<file path="config.mk">
export PLATFORM = sky130hd
export DESIGN_NAME = grf_write_arbiter
export DESIGN_NICKNAME = d
export VERILOG_FILES = /design/src/rtl/grf_write_arbiter.sv
export SDC_FILE = /design/constraint.sdc
export NUM_CORES = 1
export LEC_CHECK = 0
export BUFFER_PORTS_ARGS = -buffer_cell sky130_fd_sc_hd__buf_2
export CORE_UTILIZATION = 50
export DETAILED_ROUTE_END_ITERATION = 8
export HOLD_SLACK_MARGIN = 0.08
export PLACE_DENSITY_LB_ADDON = 0.08
export SETUP_SLACK_MARGIN = 0.15
export SYNTH_ARGS = -nofsm -noshare
export SYNTH_HDL_FRONTEND = slang
export SYNTH_SLANG_ARGS = --single-unit
</file>
<file path="constraint.sdc">
create_clock -name clk -period 4.22 [get_ports clk]
set_input_delay 0.422 -clock clk [delete_from_list [all_inputs] [get_ports clk]]
set_output_delay 0.422 -clock clk [all_outputs]
set_load 0.05 [all_outputs]
</file>
<file path="src/rtl/grf_write_arbiter.sv">
// grf_write_arbiter
//   Drives the single GRF write port. The in-order W stage has priority.
//   MDU results are buffered in a small FIFO and commit only on cycles the
//   W stage leaves free. A 32-bit pending scoreboard tracks registers with
//   an MDU result still in flight, so the D stage can stall on them.
// Ports
//   clk, reset                   clock, synchronous active-high reset
//   wb_we/wb_addr/wb_data        W-stage write request (cannot be stalled)
//   md_valid/md_addr/md_data     MDU result, accepted when md_ready
//   md_ready                     FIFO not full (pre-edge occupancy)
//   iss_valid/iss_addr           D stage issues a long-latency op
//   qry_addr1/2, qry_busy1/2     scoreboard lookups for rs/rt
//   grf_we/grf_addr/grf_data     GRF write port
//   fifo_cnt                     FIFO occupancy, 0..DEPTH
//   err                          sticky protocol error (WAW issue, pop of non-pending reg)
module grf_write_arbiter #(
  parameter int DEPTH = 4,
  parameter int AW    = 2
) (
  input  logic          clk,
  input  logic          reset,
  input  logic          wb_we,
  input  logic [4:0]    wb_addr,
  input  logic [31:0]   wb_data,
  input  logic          md_valid,
  input  logic [4:0]    md_addr,
  input  logic [31:0]   md_data,
  output logic          md_ready,
  input  logic          iss_valid,
  input  logic [4:0]    iss_addr,
  input  logic [4:0]    qry_addr1,
  input  logic [4:0]    qry_addr2,
  output logic          qry_busy1,
  output logic          qry_busy2,
  output logic          grf_we,
  output logic [4:0]    grf_addr,
  output logic [31:0]   grf_data,
  output logic [AW:0]   fifo_cnt,
  output logic          err
);

  logic [4:0]    mem_addr [DEPTH];
  logic [31:0]   mem_data [DEPTH];
  logic [AW-1:0] wr_ptr;
  logic [AW-1:0] rd_ptr;
  logic [AW:0]   cnt;
  logic [31:0]   busy;
  logic [31:0]   busy_nxt;

  logic          wb_req;
  logic          push;
  logic          pop;
  logic          iss_set;
  logic [4:0]    head_addr;
  logic [31:0]   head_data;
  logic          err_set;

  assign wb_req    = wb_we && (wb_addr != 5'd0);
  assign md_ready  = (cnt != (AW+1)'(DEPTH));
  assign push      = md_valid && md_ready;
  assign pop       = !wb_req && (cnt != '0);
  assign iss_set   = iss_valid && (iss_addr != 5'd0);
  assign head_addr = mem_addr[rd_ptr];
  assign head_data = mem_data[rd_ptr];
  assign fifo_cnt  = cnt;

  // No same-cycle bypass: a query sees only what was issued on earlier cycles.
  assign qry_busy1 = busy[qry_addr1] && (qry_addr1 != 5'd0);
  assign qry_busy2 = busy[qry_addr2] && (qry_addr2 != 5'd0);

  always_comb begin
    grf_we   = 1'b0;
    grf_addr = 5'd0;
    grf_data = 32'd0;
    if (wb_req) begin
      grf_we   = 1'b1;
      grf_addr = wb_addr;
      grf_data = wb_data;
    end else if (pop) begin
      // $0 results still drain through the FIFO but never write the GRF
      grf_we   = (head_addr != 5'd0);
      grf_addr = head_addr;
      grf_data = head_data;
    end
  end

  // Set is applied after clear so a re-issue in the commit cycle stays pending.
  always_comb begin
    busy_nxt = busy;
    if (pop && (head_addr != 5'd0)) busy_nxt[head_addr] = 1'b0;
    if (iss_set) busy_nxt[iss_addr] = 1'b1;
  end

  assign err_set = (iss_set && busy[iss_addr]) ||
                   (pop && (head_addr != 5'd0) && !busy[head_addr]);

  always_ff @(posedge clk) begin
    if (push) begin
      mem_addr[wr_ptr] <= md_addr;
      mem_data[wr_ptr] <= md_data;
    end
  end

  always_ff @(posedge clk) begin
    if (reset) begin
      wr_ptr <= '0;
      rd_ptr <= '0;
      cnt    <= '0;
      busy   <= '0;
      err    <= 1'b0;
    end else begin
      if (push) wr_ptr <= wr_ptr + AW'(1);
      if (pop)  rd_ptr <= rd_ptr + AW'(1);
      if (push && !pop)      cnt <= cnt + (AW+1)'(1);
      else if (pop && !push) cnt <= cnt - (AW+1)'(1);
      busy <= busy_nxt;
      if (err_set) err <= 1'b1;
    end
  end

endmodule

</file>
==> Yosys cells after proc, flatten, opt, wreduce, memory -nomap -nowiden <==
Memory sizes are Yosys's and may differ from the RTL's. A register that Yosys moved wholly into a read port is not among the register bits.
Cells that the tools add are included.
{ "classes": {"muxes": 28, "addsub": 4, "bitwise": 3, "n_reduce_logical": 25, "n_eq_ne": 1, "n_lt_le_gt_ge": 6} }
{ "ops": {"columns": ["op", "n"], "rows": [
  ["32-bit 2-to-1 mux", 4],
  ["32-bit AND", 1],
  ["32-bit NOT", 1],
  ["32-bit OR", 1],
  ["5-bit nonzero test", 5],
  ["5-bit by 6-bit < comparator with 1-bit output, second input constant", 4],
  ["1-bit binary-select mux with 5-bit select", 4],
  ["1-bit logical AND", 13],
  ["1-bit demux with 5-bit select", 2],
  ["5-bit by 1-bit >= comparator with 1-bit output, second input constant", 2],
  ["1-bit 2-to-1 mux", 10],
  ["5-bit 2-to-1 mux", 2],
  ["2-bit 2-to-1 mux", 4],
  ["3-bit 2-to-1 mux", 2],
  ["2-bit by 1-bit adder with 2-bit output, second input constant", 2],
  ["1-bit logical NOT", 4],
  ["3-bit by 1-bit adder with 3-bit output, second input constant", 1],
  ["3-bit != test, second input constant", 1],
  ["3-bit nonzero test", 1],
  ["3-bit by 1-bit subtractor with 3-bit output, second input constant", 1],
  ["2-bit nonzero test", 1],
  ["1-bit logical OR", 1]
]} }
{ "totals": {"ramBits": 148, "in_bits": 94, "wordCells": 74, "ff_bits": 40, "n_memories": 2} }
{ "mem_list": {"columns": ["memory", "words", "word_bits", "read_ports", "rd_ports_with_merged_regs", "write_ports", "line", "source"], "rows": [
  ["mem_data", 4, 32, 1, 1, 1, "43", "logic [31:0] mem_data [DEPTH];"],
  ["mem_addr", 4, 5, 1, 1, 1, "42", "logic [4:0] mem_addr [DEPTH];"]
]} }

==> Depth between registers and ports, before layout <==
{ "depth": {"depth_word": 9, "depth_mapped": 11} }

==> Worst setup path before layout <==
No wires, ideal clock.
{ "synth_timing": {"kind": "register to register", "startpoint": "register cnt[0] (netlist: fifo_cnt[0])", "endpoint": "register cnt[2] (netlist: fifo_cnt[2])", "synth_period_minus_slack_ns": 2.842, "required_time_ns": 4.150, "arrival_time_ns": 2.771, "path_stages_with_launch": 11, "setup_ns": 0.070, "slack_ns": 1.378, "path_cell_list": "dfxtp_1 -> nor2_1 -> nand2_1 -> and2_1 -> clkbuf_1 -> ha_1 -> inv_1 -> fa_1 -> xor2_1 -> or3_1 -> a21oi_1"} }
{ "synth_via": {"elab_chain_cells": 5} }
{ "synth_lines": {"columns": ["item", "line", "source"], "rows": [
  ["start: declaration", "46", "logic [AW:0] cnt;"],
  ["start signal: assignment", "114", "if (push && !pop) cnt <= cnt + (AW+1)'(1);"],
  ["start signal: assignment", "115", "else if (pop && !push) cnt <= cnt - (AW+1)'(1);"],
  ["3-bit != test *", "59", "assign md_ready = (cnt != (AW+1)'(DEPTH));"],
  ["via md_ready", "28", "output logic md_ready,"],
  ["1-bit logical AND *", "60", "assign push = md_valid && md_ready;"],
  ["via push", "51", "logic push;"],
  ["1-bit logical NOT", "115", null],
  ["1-bit logical AND", "115", null],
  ["2-bit nonzero test (no source line)", null, null]
]} }
Mark *: on every way through the listed nets, which the timed path passes. The rest lies on a longest branch. The select of a mux whose other input is x is not followed.
A chain may end at the register's enable or synchronous reset.

==> impl_results.md <==
* Worst Hold End: mem_data[0][3]
* IO Pins at 139
* Worst min path class: input port to register
* Commonest non-fill, non-tap cell in the layout: edfxtp_1
* Synth warn at 0
* R2R setup slack at 1.23 ns
* Antenna Cells at 0
* Clk_lat worst skew at 0.42 ns
* Commonest cells after routing, fill and taps aside: edfxtp_1, buf_2, mux4_2
* Register area share after synthesis at 61.8%
* Final setup vio count at 0
* Ys async rst share at 0%
* Number of I/O port buffers at 138
* RSZ-0062 raised after global routing: no
* Antenna violations before repair at 3
* Synth Flop Type: edfxtp_1
* Slew HR at 30.7%
* Post-layout minimum cycle time at 3.30 ns
* Die area at 17600 um2
* Post-DP HPWL at 12900 um
* # DRC at 0
* Longest Clk Path Bufs at 2
* Synth Register Bits at 190
* Starting Density at 51.4%
* Critical path arrival at 2.87 ns
* CTS tree: yes
* Clk sinks at 190
* Maximum VDD drop at 0.000351 V
* Post-synth EDFFs at 148
* Drt via density at 6.02
* Nets at 778
* Clock slew at reported path FFs at 0.06 ns
* Hold Startpoint: md_data[3]
* Pre-CTS setup slack at 1.15 ns
* Final setup margin at 0.925 ns
* Die X-Extent at 133 um
* Layout area overhead at 16.4%
* Final Max Tran Viols at 0
* Post-synthesis cell type count at 44
* Clk root buf: clkbuf_16
* GRT Total Usage at 23.6%
* Share of cells above drive strength 1 at 35.8%
* Worst reg2reg startpoint: fifo_cnt[0]
* Worst Hold Path Cells at 1
* Fmax achieved at 303 MHz
* Kind of critical path: register to output pin
* Synth Cell Area at 8560 um2
* First-pass DRT Iterations at 4
* Post-route cell area at 9960 um2
* Leakage at 3.51 nW
* Dpl cells at 879
* Height of the die at 133 um
* Hold-fix buffers at CTS at 0
* Post-layout instance count excluding filler cells at 910
* Util after Layout at 59.8%
* Vias in the first global route at 5638
* First-pass GRT wire length at 31200 um
* Cells after synthesis at 556
* Placement Rows at 47
* Synth Area per Inst at 15.4 um2
* Top-area cell type share of the netlist area at 51.9%
* Post-CTS Setup Inserts at 0
* R2r endpoint: fifo_cnt[2]
* Clock skew at 0.00938 ns
* Worst setup EP type: output pin
* Grt ovf at 0
* Count of final hold-check violations at 0
* Largest area contributor in the netlist: edfxtp_1
* Largest net degree at the start of global routing at 44
* TritonCTS Buffers at 17
* P per Cell Area at 568 nW/um2
* Placed cell areas at 9410 um2
* Top cells by area, synth: edfxtp_1, mux4_2, dfxtp_1
* Core Box Area at 16600 um2
* Drt total wl at 19400 um
* GP Congestion at 0.864
* Startpoint types: register
* CP max FO at 16
* Via count at 5476
* Final ANT Viol Nets at 0
* Htree depth at 4
* Synth Net Count at 656
* Final hold slack at 0.215 ns
* Period utilization at 78.1%
* Critical Path RT at 3.80 ns
* PostCTS Resize Cnt at 0
* Run status: complete, no violations
* R2r worst-path depth at 9
* Routed len/inst at 21.4 um
* Max cap viols at 0
* Power Total at 5.66 mW
* DRT iter0 DRCs at 483
* Worst-margin pin slew at 1.04 ns
* Setup total negative slack at 0 ns
==> worst max-delay path by stage <==
| stage | slack [ns] | cells after the start | endpoint | startpoint |
|---|---|---|---|---|
| global placement | 1.26 | 7 | grf_addr[1] | wb_addr[1] |
| finish | 0.92 | 5 | grf_we | register |
| detailed placement | 1.15 | 7 | grf_data[6] | wb_addr[1] |
| global route | 0.69 | 5 | grf_we | register |
| CTS | 0.86 | 5 | grf_we | register |
| floorplan | 1.38 | 10 | fifo_cnt[2] | fifo_cnt[0] |
==> per-layer routing <==
layer	wire, um	up-vias	global-route usage (%)	part of all wire [%]
met1	8180	2779	30.8	42
li1	-	2458	-	-
met5	32	-	0	0.16
met2	9840	198	38.9	51
met3	960	37	4.67	4.9
met4	429	4	9.32	2.2
==> area by class of cell <==
cell class / instances / area [um2]
fillers: 1299 / 6680
multi-input cells: 321 / 3100
inverters: 6 / 22.5
well taps: 220 / 275
clock buffers: 20 / 437
clock inverters: 11 / 118
flip-flops and latches: 190 / 5290
repair buffers: 142 / 721
==> report_power, final <==
part	total [mW]	internal, mW	switching (mW)	leakage [nW]
sequential	2.35	2.23	0.121	1.70
clock	1.53	0.868	0.662	0.268
combinational	1.78	0.619	1.16	1.54
==> synth_stat cells (3+ instances only) <==
master	n
a21oi_1	32
a22o_1	36
ha_1	5
mux2_2	4
nand3_1	5
nor2b_1	5
nor3_1	5
clkbuf_1	21
nand3b_1	3
mux4_2	63
nor2_1	20
o21ai_0	15
buf_1	8
inv_1	4
dfxtp_1	42
mux2i_1	22
edfxtp_1	148
nand2b_1	7
nand2_1	49
and3_1	4
buf_2	8
xor2_1	3
o21ai_1	18
==> sequential cells by signal (all words and copies together) (netlist names), named ones only <==
register  flops
fifo_cnt      3
err           1
mem_data    128
busy         32
wr_ptr        2
rd_ptr        2
mem_addr     20
==> worst max-delay path: stages (launching register included) <==
cell and delay (ns):
dfxtp_2 0.69, mux4_2 0.84, or2_1 0.40, nor4_1 0.20, o21bai_1 0.11, buf_2 0.22
==> kinds of logic after synthesis <==
kind of cell,Yosys count,share of synthesized area [%]
DFF,190,61.8
buffers and inverters,45,2.19
and+or+nand+nor,106,5.69
muxes,91,20.3
xor gates and xnor gates,5,0.512
adders and majority gates,6,0.965
AOI/OAI and AO/OA,113,8.60
Note: power is estimated with default switching activity, not from simulation.
